[src/rtl/multdiv_unit.sv]
// Multi-cycle signed multiply (radix-2 Booth) / divide (restoring) unit with exception codes.
// Optional divider datapath is built only when MULTDIV_DIV_EN is defined.
//
// state | meaning
// IDLE  | waiting for ctrl_MULT / ctrl_DIV
// MUL   | one Booth iteration per cycle, WIDTH iterations
// DIV   | one restoring-division iteration per cycle, WIDTH iterations
// DONE  | final result/exception latched on exit, RDY pulses the following cycle

module multdiv_unit #(
  parameter int         WIDTH   = 32,
  parameter logic [4:0] EXC_REG = 5'd30
) (
  input  logic             clock,
  input  logic             reset,
  input  logic             ctrl_MULT,
  input  logic             ctrl_DIV,
  input  logic [WIDTH-1:0] data_operandA,
  input  logic [WIDTH-1:0] data_operandB,
  input  logic [4:0]       in_reg,
  output logic [WIDTH-1:0] data_result,
  output logic             data_exception,
  output logic             data_resultRDY,
  output logic             data_busy,
  output logic [4:0]       out_reg
);

  localparam int              CW        = $clog2(WIDTH + 1);
  localparam logic [WIDTH-1:0] CODE_OVF  = WIDTH'(4);
  localparam logic [WIDTH-1:0] CODE_DIVZ = WIDTH'(5);

  typedef enum logic [1:0] {IDLE, MUL, DIV, DONE} state_t;

  state_t state, state_nxt;

  // acc is one bit wider than WIDTH so Booth add/sub of the most negative multiplicand cannot wrap
  logic [WIDTH:0]     acc;
  logic [WIDTH:0]     m;
  logic [WIDTH-1:0]   q;
  logic               q_m1;
  logic [CW-1:0]      cnt;
  logic               op_div;
  logic               div_zero;
  logic [4:0]         reg_q;

  logic               start_mul;
  logic               start_div;
  logic               div_bad;
  logic [WIDTH:0]     booth_sum;
  logic [2*WIDTH-1:0] product;
  logic               mul_ovf;

  assign start_mul = (state == IDLE) && ctrl_MULT;
  assign start_div = (state == IDLE) && !ctrl_MULT && ctrl_DIV;

`ifdef MULTDIV_DIV_EN
  logic               neg_q;
  logic [WIDTH-1:0]   a_mag;
  logic [WIDTH-1:0]   b_mag;
  logic [WIDTH:0]     rem_sh;
  logic               rem_ge;
  logic [WIDTH-1:0]   quotient;

  assign div_bad  = (data_operandB == '0);
  assign a_mag    = data_operandA[WIDTH-1] ? (-data_operandA) : data_operandA;
  assign b_mag    = data_operandB[WIDTH-1] ? (-data_operandB) : data_operandB;
  assign rem_sh   = {acc[WIDTH-1:0], q[WIDTH-1]};
  assign rem_ge   = (rem_sh >= m);
  assign quotient = neg_q ? (-q) : q;
`else
  assign div_bad  = 1'b1;
`endif

  always_comb begin
    booth_sum = acc;
    case ({q[0], q_m1})
      2'b01:   booth_sum = acc + m;
      2'b10:   booth_sum = acc - m;
      default: booth_sum = acc;
    endcase
  end

  assign product = {acc[WIDTH-1:0], q};
  assign mul_ovf = !((&product[2*WIDTH-1:WIDTH-1]) || !(|product[2*WIDTH-1:WIDTH-1]));

  always_ff @(posedge clock) begin
    if (reset) state <= IDLE;
    else       state <= state_nxt;
  end

  always_comb begin
    state_nxt = state;
    case (state)
      IDLE: begin
        if (start_mul)      state_nxt = MUL;
        else if (start_div) state_nxt = div_bad ? DONE : DIV;
      end
      MUL:     if (cnt == CW'(1)) state_nxt = DONE;
      DIV:     if (cnt == CW'(1)) state_nxt = DONE;
      DONE:    state_nxt = IDLE;
      default: state_nxt = IDLE;
    endcase
  end

  always_ff @(posedge clock) begin
    if (reset) begin
      acc            <= '0;
      m              <= '0;
      q              <= '0;
      q_m1           <= 1'b0;
      cnt            <= '0;
      op_div         <= 1'b0;
      div_zero       <= 1'b0;
      reg_q          <= '0;
`ifdef MULTDIV_DIV_EN
      neg_q          <= 1'b0;
`endif
      data_result    <= '0;
      data_exception <= 1'b0;
      data_resultRDY <= 1'b0;
      data_busy      <= 1'b0;
      out_reg        <= '0;
    end else begin
      data_resultRDY <= 1'b0;
      data_exception <= 1'b0;
      data_busy      <= start_mul || start_div || (state != IDLE);
      case (state)
        IDLE: begin
          if (start_mul) begin
            acc      <= '0;
            m        <= {data_operandA[WIDTH-1], data_operandA};
            q        <= data_operandB;
            q_m1     <= 1'b0;
            cnt      <= CW'(WIDTH);
            op_div   <= 1'b0;
            div_zero <= 1'b0;
            reg_q    <= in_reg;
          end else if (start_div) begin
            acc      <= '0;
            q_m1     <= 1'b0;
            cnt      <= CW'(WIDTH);
            op_div   <= 1'b1;
            div_zero <= div_bad;
            reg_q    <= in_reg;
`ifdef MULTDIV_DIV_EN
            m        <= {1'b0, b_mag};
            q        <= a_mag;
            neg_q    <= data_operandA[WIDTH-1] ^ data_operandB[WIDTH-1];
`endif
          end
        end
        MUL: begin
          acc  <= {booth_sum[WIDTH], booth_sum[WIDTH:1]};
          q    <= {booth_sum[0], q[WIDTH-1:1]};
          q_m1 <= q[0];
          cnt  <= cnt - CW'(1);
        end
        DIV: begin
`ifdef MULTDIV_DIV_EN
          acc <= rem_ge ? (rem_sh - m) : rem_sh;
          q   <= {q[WIDTH-2:0], rem_ge};
`endif
          cnt <= cnt - CW'(1);
        end
        DONE: begin
          data_resultRDY <= 1'b1;
          if (div_zero) begin
            data_result    <= CODE_DIVZ;
            data_exception <= 1'b1;
            out_reg        <= EXC_REG;
          end else if (!op_div && mul_ovf) begin
            data_result    <= CODE_OVF;
            data_exception <= 1'b1;
            out_reg        <= EXC_REG;
          end else begin
`ifdef MULTDIV_DIV_EN
            data_result <= op_div ? quotient : product[WIDTH-1:0];
`else
            data_result <= product[WIDTH-1:0];
`endif
            out_reg     <= reg_q;
          end
        end
        default: ;
      endcase
    end
  end

endmodule

[config.mk]
export PLATFORM = sky130hd
export DESIGN_NAME = multdiv_unit
export DESIGN_NICKNAME = d
export VERILOG_FILES = /design/src/rtl/multdiv_unit.sv
export SDC_FILE = /design/constraint.sdc
export NUM_CORES = 1
export LEC_CHECK = 0
export BUFFER_PORTS_ARGS = -buffer_cell sky130_fd_sc_hd__buf_2
export CAP_MARGIN = 20
export CORE_ASPECT_RATIO = 0.9
export CORE_UTILIZATION = 30
export CTS_CLUSTER_SIZE = 40
export DETAILED_ROUTE_END_ITERATION = 7
export GPL_ROUTABILITY_DRIVEN = 0
export SLEW_MARGIN = 20
export SYNTH_ARGS = -nofsm -noshare
export SYNTH_HDL_FRONTEND = slang
export SYNTH_SLANG_ARGS = --single-unit
[constraint.sdc]
create_clock -name clock -period 5.2 [get_ports clock]
set_input_delay 0.26 -clock clock [delete_from_list [all_inputs] [get_ports clock]]
set_output_delay 0.26 -clock clock [all_outputs]
set_load 0.03 [all_outputs]
---- After elaboration in Yosys (flattened, before gate mapping) ----
Cells that the tools add are included.
storage, ports and cells
  register bits ........................... 152
  latch bits .............................. 0
  bits in writable memories ............... 0
  memory bits (read-only) ................. 0
  output and inout port bits .............. 40
  logic and storage cells ................. 79
  memories kept ........................... 0
operators by class
  add/subtract/negate cells ............... 3
  multiply operators ...................... 0
  div/mod/pow operators ................... 0
  $lt $le $gt $ge ......................... 0
  equal/unequal tests ..................... 9
  shift operators ......................... 0
  multiplexer cells ....................... 27
  bitwise logic cells ..................... 1
  reductions and logical operators ........ 26
operators by type and width
  operator                                                                number
  33-bit one-hot mux with 2 select lines                                  2
  32-bit 2-to-1 mux                                                       3
  33-bit 2-to-1 mux                                                       2
  32-bit one-hot mux with 2 select lines                                  1
  33-bit adder                                                            1
  33-bit AND reduction                                                    1
  33-bit OR reduction                                                     1
  33-bit subtractor                                                       1
  5-bit 2-to-1 mux                                                        4
  6-bit 2-to-1 mux                                                        2
  6-bit one-hot mux with 2 select lines                                   1
  2-bit AND reduction                                                     6
  2-bit nonzero test                                                      4
  1-bit 2-to-1 mux                                                        7
  2-bit equality test (second input constant)                             3
  6-bit by 1-bit equality test with 1-bit output (second input constant)  1
  2-bit 2-to-1 mux                                                        3
  2-bit one-hot mux with 3 select lines                                   1
  6-bit by 1-bit subtractor with 6-bit output (second input constant)     1
  2-bit by 1-bit equality test with 1-bit output (second input constant)  2
  1-bit logical AND                                                       4
  1-bit zero test                                                         4
  2-bit OR reduction                                                      2
  1-bit logical OR                                                        3
  6 further kinds                                                         6

---- Longest topological paths before layout ----
Gate-level depths: netlist of run 1.
  word-level depth ........................ 7
  gate-level depth with buffers ........... 17

---- Worst setup path before layout of run 1 ----
No wires, ideal clock.
  path type ............................... reg-to-reg
  start point ............................. register m[2]
  end point ............................... register acc[30]
  data arrival time ....................... 3.641 ns
  data required time ...................... 5.097 ns
  path slack .............................. 1.456 ns
  stages on the path, launching flop included .. 17
  path buffers ............................ 1
  cell sequence ........................... dfxtp_1 > nor3_1 > nand2_1 > nor3_1 > nand2b_1 > nor3_2 > nor3b_2 > nor2_1 > xnor2_1 > ha_1 > clkbuf_1 > a21o_1 > a2111oi_1 > o41ai_2 > a41oi_1 > nor3_2 > a2111oi_2
on the way
  cells in the longest elaborated chain, start to end .. 3
  elaborated cells between the ends (all ways) .. 4
  those cells by class .................... 2 x add/sub; 2 x mux
ends and longest elaborated chain
  what                                                      RTL line  RTL
  start: declaration                                        38        logic [WIDTH:0] m;
  start signal: assignment                                  131       m <= {data_operandA[WIDTH-1], data_operandA};
  33-bit subtractor / 33-bit adder (equally long branches)  78, 77
  33-bit one-hot mux with 2 select lines (*)                76        case ({q[0], q_m1})
  33-bit one-hot mux with 2 select lines (*)                127       case (state)
  end signal: assignment                                    153       acc <= {booth_sum[WIDTH], booth_sum[WIDTH:1]};
  end: declaration                                          37        logic [WIDTH:0] acc;
Mark *: on every way between the ends. The rest lies on a longest branch, timed or not.
A chain may end at the register's enable or synchronous reset.

---- Final worst setup path of run 1 ----
Same ends and word-level chain as after synthesis.

==> results of run 1 <==
==> worst min-delay path by stage <==
stage,depth (start not counted),end,slack (ns),start
floorplan,2,data_busy$_SDFF_PP0_,0.39,ctrl_DIV
finish,3,m[27]$_SDFFE_PP0P_,0.06,data_operandA[27]
CTS,3,m[1]$_SDFFE_PP0P_,0.04,data_operandA[1]
global route,3,m[1]$_SDFFE_PP0P_,0.05,data_operandA[1]
detailed placement,2,data_result[17]$_SDFFE_PP0P_,0.46,data_result[17]$_SDFFE_PP0P_
global placement,2,data_result[11]$_SDFFE_PP0P_,0.45,data_result[11]$_SDFFE_PP0P_
==> cells in the final DEF (no fill, tap or decap), types with 7 or more instances in the layout <==
master / synthesis / layout
a31oi_1: 9 / 9
a222oi_1: 10 / 10
buf_2: 3 / 111
a211oi_1: 36 / 36
xor2_1: 14 / 14
a21oi_1: 125 / 124
nor4_1: 13 / 13
a22oi_1: 18 / 18
nand2_1: 109 / 109
nand4_1: 20 / 20
nand3_1: 42 / 42
xnor2_1: 43 / 43
inv_6: 0 / 7
nor2_1: 110 / 110
inv_1: 25 / 25
nor3_1: 18 / 18
dfxtp_1: 151 / 151
nand2b_1: 39 / 39
o21ai_0: 25 / 24
ha_1: 41 / 39
buf_4: 2 / 14
mux2i_1: 42 / 42
clkbuf_16: 0 / 17
a21o_1: 16 / 16
or4_1: 7 / 7
==> layer usage <==
metal,part of all wire (%),vias to the layer above,wire (µm)
li1,-,4020,-
met1,47,3728,10980
met2,48,148,11090
met3,4.0,22,929
met4,1.3,0,312
met5,0,-,0
==> tightest hold or removal path, cell delays in order <==
cell and delay (ns):
buf_2 0.09, nand2_1 0.04, a21oi_1 0.05
==> per-stage QoR <==
stage | hold slack, ns | cells | area [µm²] | total power [W] | utilization [%]
detailed placement | 0.4557 | 1487 | 9552 | 0.004782 | 33.84
floorplan | 0.3944 | 1079 | 8718 | 0.004075 | -
CTS | 0.04258 | 1519 | 10130 | 0.006054 | 35.89
global placement | 0.4515 | 1487 | 9552 | 0.004761 | 33.84
global route | 0.05368 | 1520 | 10130 | 0.006500 | 35.90
finish | 0.05846 | 1520 | 10130 | 0.005998 | 35.90
==> cell type report <==
cell class | instances | share of cell area [%]
diodes | 1 | 0.02469
clock buffers | 17 | 4.198
clock inverters | 15 | 1.519
inverters | 25 | 0.9260
multi-input cells | 826 | 52.54
flip-flops and latches | 151 | 29.83
well taps | 360 | 4.445
repair buffers | 125 | 6.519
==> cell families (layout without fill, tap and decap cells) <==
| kind of cell | count (synthesis) | count (layout) |
|---|---|---|
| AND/OR/NAND/NOR | 392 | 392 |
| AO/OA/AOI/OAI | 293 | 293 |
| flip-flops | 151 | 151 |
| buffers and inverters | 102 | 182 |
| XOR/XNOR | 57 | 57 |
| adder cells (fa/ha/maj) | 42 | 42 |
| multiplexers | 42 | 42 |
| other | 0 | 1 |
==> where the power goes <==
part	internal, W	leakage (nW)	switching, W
clock	0.000643	0.279	0.000603
sequential	0.00140	1.23	0.000228
combinational	0.00118	2.49	0.00195
==> synthesized netlist by cell type, drive strengths merged, types with 6 or more instances <==
master / n / area share, %
dfxtp: 151 / 35
a21oi: 127 / 7.5
nor2: 110 / 4.7
nand2: 109 / 4.7
clkbuf: 61 / 2.6
xnor2: 43 / 4.3
mux2i: 42 / 4.8
nand3: 42 / 2.4
ha: 41 / 5.9
nand2b: 39 / 2.8
a211oi: 36 / 3.1
o21ai: 31 / 1.8
inv: 25 / 1.1
nand4: 20 / 1.4
nor3: 20 / 1.3
a22oi: 18 / 1.5
a21o: 16 / 1.4
buf: 16 / 0.82
xor2: 14 / 1.4
nor4: 13 / 0.93
a222oi: 10 / 1.1
a31oi: 9 / 0.65
or4: 7 / 0.60
a311oi: 6 / 0.67
nor2b: 6 / 0.43
==> summary.md, run 1 <==
| Metric | Value |
|---|---|
| Yosys Warn Count | 0 |
| Worst R2R End | acc[30]$_SDFFE_PP0P_ |
| Post-synthesis cell type count | between 60 and 70 |
| Max Root-Sink Buffers | 2 |
| Full die area | 29750 µm² |
| DRC viols | 0 |
| Post-Syn Instances | 1079 |
| Hold-fix buffers, CTS | 0 |
| Post-cts resize count | 0 |
| Fmax | about 230 MHz |
| VDD IR-drop max | between 400 and 500 µV |
| Vias | ~8000 |
| Final setup viols | 0 |
| Worst Tran Pin Value | 0.8713 ns |
| Final Max Tran Viols | 0 |
| IO Port Bufs | roughly 110 |
| Xor/xnor share of the synthesized area | approximately 5.7% |
| Worst Setup End Kind | register |
| FF/Latch Area | between 3000 and 4000 µm² |
| Status | complete, no violations |
| Final hold violation count | 0 |
| Global route hottest layer | met2 |
| Post-Route WL | roughly 23 mm |
| Met3 Use GR | 2.772% |
| Die X | between 150 and 200 µm |
| Starting DRT DRC Count | between 500 and 600 |
| Slowest CP cell | a2111oi_1 |
| CP Data Required Time | 5.53 ns |
| M1 GR Usage | 20.99% |
| Layout cell share with drive strength beyond 1 | around 16% |
| Total negative slack | 0 ns |
| Routing usage on met2 | between 20 and 30% |
| Mean routed wirelength per cell | 15.33 µm |
| RSZ-0062 raised after global routing | false |
| Avg Vias per Cell | around 5.2 |
| CP peak stage delay | roughly 0.50 ns |
| I/O pins | about 110 |
| CP arrival | between 4 and 5 ns |
| Final Critical Period | around 4.3 ns |
| Post-DP HPWL | approximately 16 mm |
| Worst R2R Start | m[2]$_SDFFE_PP0P_ |
| PwrDens | between 500 and 600 nW/µm² |
| DRT Pass-1 Iters | 8 |
| Post-synthesis compound-gate area fraction | between 20% and 30% |
| Rows | 58 |
| First-pass GRT wire length | 38.31 mm |
| CP cell instances | nor3_1 -> nand2_1 -> nor3_1 -> nand2b_1 -> nor3_2 -> nor3b_2 -> nor2_1 -> xnor2_1 -> ha_1 -> a21o_1 -> a2111oi_1 -> o41ai_2 -> a2111oi_4 -> nor3_2 -> a2111oi_2 |
| CP startpoint kind | register |
| FF-to-FF setup slack | slightly above 0.9 ns |
| CP endpoint | acc[30]$_SDFFE_PP0P_ |
| Crit path max-delay family | simple AND/OR/NAND/NOR gates |
| Multi-input logic area | 5324 µm² |
| Clock sink total | about 150 |
| Bufs and invs on worst path | 0 |
| Post-CTS Setup Repair Bufs | 0 |
| Worst path depth | 15 |
| Proportion of synthesized area in mux cells | 4.822% |
| Worst hold path class | in -> reg |
| Register area share after synthesis | a little over a third |
| Gr usage total | about 16% |
| Die Height | 163.7 µm |
| Root Buffer | clkbuf_16 |
| Layout Area Growth over Synthesis | 16.23% |
| Largest net degree at the start of global routing | 75 |
| Congestion Overflow GR | 0 |
| Count of flip-flops with a built-in enable after synthesis | 0 |
| Syn Nets | around 1200 |
| Crit Path Category | reg -> reg |
| Starting Density | 30.88% |
| Max_slew headroom | 41.53% |
| Post-route clock skew | 0.01287 ns |
| Crit share post-route | ~83% |
| Mapped Area | a little under 9000 µm² |
| Clock-pin slew on the worst setup and hold paths | 0.07 ns |
| ANT nets after route | 0 |
| Adder-Cell Fraction of Synth Area | 6.114% |
| # H-tree levels | 4 |
| # fillers | a little under 3000 |
| Leak | 3.998 nW |
| Vias in the first global route | 7521 |
| Synthesized flop and latch total | approximately 150 |
| Initial antenna violation count | 1 |
| Place WS | about 0.94 ns |
| Syn avg cell area | between 8 and 9 µm² |
| Clk_lat worst skew | about 0.43 ns |
| Final setup margin | ~0.91 ns |
| Simple-Gate Fraction of Synth Area | 21.70% |
| Main combinational cell family by area after synthesis | compound AO/OA/AOI/OAI gates |
| Crit Path Max Fanout | 9 |
| Critical Path Source | m[2]$_SDFFE_PP0P_ |
| Reg2reg path depth | 15 |
| # nets final | ~1300 |
| CTS Buf Count | 17 |
| Max Cap Viol | 0 |
| CTS tree | done |
| Core area | 28230 µm² |
| Synth Flop Type | dfxtp_1 |
| Async SR Flop Fraction | 0% |
Note: power is estimated with default switching activity, not from simulation.
==> inputs of run 2 (changes only) <==
Clock period 5.2 ns to 4.4 ns, I/O delays scaled along.
==> summary.md, run 2 (synthesized netlist as in run 1, its figures left out) <==
| Metric | Value |
|---|---|
| Status | complete, no violations |
| Fin util | 36.19% |
| ANT nets after route | 0 |
| Congestion Overflow GR | 0 |
| Final hold violation count | 0 |
| Leak | between 4 and 5 nW |
| Global route hottest layer | met2 |
| Clock-pin slew on the worst setup and hold paths | roughly 0.08 ns |
| Rows | 58 |
| # nets final | 1265 |
| Root Buffer | clkbuf_16 |
| CP cell instances | or4_1 -> nor2_1 -> and2_1 -> a31oi_1 -> xnor2_1 -> ha_1 -> a21o_1 -> a21o_1 -> a2111oi_1 -> o41ai_2 -> a2111oi_4 -> nor3_2 -> a2111oi_2 |
| Total negative slack | 0 ns |
| Post-route clock skew | ~0.02 ns |
| # H-tree levels | 4 |
| Multi-input logic area | between 5000 and 6000 µm² |
| Clock sink total | between 150 and 200 |
| Max Cap Viol | 0 |
| Initial antenna violation count | 2 |
| Gr usage total | 15.81% |
| DRT Pass-1 Iters | 6 |
| FF/Latch Area | around 3000 µm² |
| RSZ-0062 raised after global routing | false |
| Clk_lat worst skew | between 0.4 and 0.5 ns |
| Fmax | around 250 MHz |
| Power consumption | around 0.0072 W |
| Post-CTS Setup Repair Bufs | 0 |
| CTS tree | done |
| Crit Path Max Fanout | 9 |
| CP Data Required Time | ~4.7 ns |
| Worst Setup End Kind | register |
| Crit-path most repeated cell | a21o_1 |
| Layout Area Growth over Synthesis | 17.18% |
| Final Critical Period | a little under 4 ns |
| M1 GR Usage | between 20% and 30% |
| Crit Path Category | reg -> reg |
| CP startpoint kind | register |
| IO Port Bufs | 112 |
| Die Height | between 150 and 200 µm |
| Met3 Use GR | about 3.0% |
| Final setup viols | 0 |
| Post-Route WL | roughly 23 mm |
| Routing usage on met2 | around a quarter |
| Critical Path Source | m[8]$_SDFFE_PP0P_ |
| I/O pins | about 110 |
| Max Root-Sink Buffers | 2 |
| Starting Density | 30.88% |
| Hold WS | around 0.019 ns |
| First-pass GRT wire length | approximately 38 mm |
| Most frequent cells in the layout | dfxtp_1, a21oi_1, buf_2, nor2_1, nand2_1 |
| Placed cells | roughly 1500 |
| Worst Tran Pin Value | 0.9076 ns |
| VDD IR-drop max | between 300 and 400 µV |
| Largest net degree at the start of global routing | 110 |
| Post-route insts no fill | around 1500 |
| Vias | 7861 |
| CP peak stage delay | about 0.61 ns |
| Layout cell share with drive strength beyond 1 | around 16% |
| Mean routed wirelength per cell | between 15 and 20 µm |
| Post-DP HPWL | 16.30 mm |
| Max_slew headroom | between 30% and 40% |
| Crit share post-route | roughly nine tenths |
| Avg Vias per Cell | 5.155 |
| Worst R2R Start | m[8]$_SDFFE_PP0P_ |
| # fillers | roughly 2900 |
| Full die area | between 20000 and 30000 µm² |
| Worst hold path class | in -> reg |
| Starting DRT DRC Count | 467 |
| Vias in the first global route | 7431 |
| Core area | ~28000 µm² |
| CTS Buf Count | 17 |
| Final Max Tran Viols | 0 |
| Die X | about 180 µm |
| DRC viols | 0 |
| CP arrival | between 4 and 5 ns |
| Commonest non-fill, non-tap cell in the layout | dfxtp_1 |
| PwrDens | roughly 700 nW/µm² |
| Slowest CP cell | or4_1 |
| Hold_sp | data_operandA[19] |
## run 2: path summary, 6_finish.rpt
path                                  end  slack (ns)  depth (start not counted)
max                  acc[30]$_SDFFE_PP0P_        0.43                         13
min                    m[19]$_SDFFE_PP0P_        0.02                          3
max reg2reg          acc[30]$_SDFFE_PP0P_        0.43                         13
min reg2reg  data_result[11]$_SDFFE_PP0P_        0.46                          2
## run 2: cell type report
| type | count | share of cell area, % |
|---|---|---|
| Multi-Input combinational cell | 826 | 52.28 |
| Sequential cell | 151 | 29.59 |
| Timing Repair Buffer | 129 | 6.908 |
| Tap cell | 360 | 4.409 |
| Clock buffer | 17 | 4.164 |
| Clock inverter | 15 | 1.678 |
| Inverter | 25 | 0.9186 |
| Antenna cell | 2 | 0.04899 |
## run 2: metrics by stage
| step | area (µm²) | setup WS (ns) |
|---|---|---|
| after global routing | 10220 | 0.02227 |
| after detailed placement | 9587 | 0.2636 |
| after CTS | 10190 | 0.2282 |
| after global placement | 9587 | 0.3805 |
| after floorplan | 8718 | 0.6560 |
| final | 10220 | 0.4268 |
## run 2: critical path, delay by kind of cell (launching register included)
| kind | cells | cell delay [ns] |
|---|---|---|
| adder cells (fa/ha/maj) | 1 | 0.40 |
| AO/OA/AOI/OAI | 7 | 1.81 |
| AND/OR/NAND/NOR | 4 | 1.13 |
| flip-flops | 1 | 0.37 |
| XOR/XNOR | 1 | 0.14 |
## run 2: per-layer routing
metal	vias to the layer above	share of wire, %
li1	4038	-
met1	3643	48
met2	163	46
met3	17	4.7
met4	0	1.3
met5	-	0
## run 2: report_power, final
| group | internal (W) | switching (W) | total (W) | leakage, nW |
|---|---|---|---|---|
| Combinational | 0.00142 | 0.00234 | 0.00376 | 2.51 |
| Sequential | 0.00165 | 0.000266 | 0.00191 | 1.23 |
| Clock | 0.000769 | 0.000719 | 0.00149 | 0.293 |
## run 2: what timing repair did
action	CTS	global route
endpoints found under the hold margin	1	0
endpoints found under the setup margin	0	4
hold buffers	1	0
gates resized for setup	0	3
==> inputs of run 3 (changes only) <==
Clock period 4.4 ns to 5.13 ns, I/O delays scaled along.
==> summary.md, run 3 (synthesized netlist as in run 1, its figures left out) <==
| Metric | Value |
|---|---|
| Worst Setup End Kind | register |
| Hold path depth | 3 |
| RSZ-0062 raised after global routing | false |
| Congestion Overflow GR | 0 |
| Final hold violation count | 0 |
| # diodes | 0 |
| Hold-fix buffers, CTS | 0 |
| Crit Path Category | reg -> reg |
| Gr usage total | about 16% |
| Max Cap Viol | 0 |
| First-pass GRT wire length | between 30 and 40 mm |
| DRT Pass-1 Iters | 8 |
| Layout Area Growth over Synthesis | 16.46% |
| Clk_lat worst skew | 0.43 ns |
| Final Critical Period | ~4.3 ns |
| Mean routed wirelength per cell | ~15 µm |
| Total negative slack | 0 ns |
| Crit share post-route | a little over four fifths |
| Worst Tran Pin Value | between 0.8 and 0.9 ns |
| # nets final | roughly 1300 |
| CTS tree | done |
| CTS Buf Count | 17 |
| Starting Density | a little under a third |
| Final setup viols | 0 |
| Clock sink total | between 150 and 200 |
| Post-CTS Setup Repair Bufs | 0 |
| Layout cell share with drive strength beyond 1 | around 16% |
| Leak | between 4 and 5 nW |
| Post-Route WL | about 23 mm |
| Crit Path Max Fanout | 9 |
| Commonest non-fill, non-tap cell in the layout | dfxtp_1 |
| CP Data Required Time | ~5.5 ns |
| Vias in the first global route | 7522 |
| Max_slew headroom | between 30 and 40% |
| PwrDens | between 600 and 700 nW/µm² |
| Most frequent cells in the layout | dfxtp_1, a21oi_1, buf_2, nor2_1, nand2_1 |
| # H-tree levels | 4 |
| Final Max Tran Viols | 0 |
| I/O pins | about 110 |
| Starting DRT DRC Count | 576 |
| Status | complete, no violations |
| CP arrival | approximately 4.6 ns |
| Core area | approximately 28000 µm² |
| Post-DP HPWL | about 16 mm |
| Post-cts resize count | 0 |
| Avg Vias per Cell | about 5.2 |
| Post-route clock skew | a little over 0.01 ns |
| Die X | 181.7 µm |
| Worst hold path class | in -> reg |
| FF/Latch Area | 3023 µm² |
| Hold WS | 0.06144 ns |
| Max Root-Sink Buffers | 2 |
| Full die area | 29750 µm² |
| Reg2reg path depth | 15 |
| IO Port Bufs | approximately 110 |
| Clock-pin slew on the worst setup and hold paths | roughly 0.07 ns |
| CP startpoint kind | register |
| ANT nets after route | 0 |
| # fillers | slightly below 3000 |
| Multi-input logic area | roughly 5300 µm² |
| Fmax | approximately 230 MHz |
| Rows | 58 |
| Largest net degree at the start of global routing | 75 |
| Root Buffer | clkbuf_16 |
| Die Height | approximately 160 µm |
| Fin util | 35.97% |
| DRC viols | 0 |
| Initial antenna violation count | 0 |
| VDD IR-drop max | 301.0 µV |
| Vias | just under 8000 |
==> run 3: per-layer routing <==
layer | vias to the layer above | wire length [µm] | GRT usage (%)
met5 | - | 0 | 0
met4 | 0 | 221 | 4.199
met3 | 13 | 859 | 2.727
met2 | 149 | 11050 | 27.06
met1 | 3687 | 11250 | 21.12
li1 | 4032 | - | -
==> run 3: worst max-delay path, cell delays in order, from the launching register on <==
cell       delay, ns
dfxtp_1         0.35
nor3_1          0.38
nand2_1         0.10
nor3_1          0.21
nand2b_1        0.15
nor3_2          0.42
nor3b_2         0.37
nor2_1          0.09
xnor2_1         0.14
ha_1            0.39
a21o_1          0.22
a2111oi_1       0.50
o41ai_2         0.19
a41oi_1         0.28
nor3_2          0.09
a2111oi_2       0.34
==> run 3: cell type report <==
cell class | count | area share, %
well taps | 360 | 4.436
inverters | 25 | 0.9242
multi-input cells | 826 | 52.43
clock buffers | 17 | 4.190
clock inverters | 15 | 1.738
flip-flops and latches | 151 | 29.77
repair buffers | 125 | 6.506
==> run 3: path summary, 6_finish.rpt <==
| check | slack, ns | startpoint | to |
|---|---|---|---|
| min | 0.06 | data_operandA[25] | m[25]$_SDFFE_PP0P_ |
| max | 0.81 | m[2]$_SDFFE_PP0P_ | acc[30]$_SDFFE_PP0P_ |
| max reg2reg | 0.81 | m[2]$_SDFFE_PP0P_ | acc[30]$_SDFFE_PP0P_ |
| min reg2reg | 0.47 | data_result[10]$_SDFFE_PP0P_ | data_result[10]$_SDFFE_PP0P_ |
==> run 3: power breakdown <==
group	switching, W	internal [W]	leakage, nW
Clock	0.000573	0.000737	0.291
Sequential	0.000230	0.00141	1.23
Combinational	0.00200	0.00119	2.49
Total	0.00280	0.00335	4.01
==> run 3: stage by stage <==
step / area [µm²] / cells / total power [W] / worst slack [ns]
after global placement: 9552 / 1487 / 0.004823 / 0.9590
final: 10150 / 1519 / 0.006146 / 0.8055
after CTS: 10150 / 1519 / 0.006207 / 0.8433
after global routing: 10150 / 1519 / 0.006651 / 0.3260
after floorplan: 8718 / 1079 / 0.004130 / 1.386
after detailed placement: 9552 / 1487 / 0.004856 / 0.8850
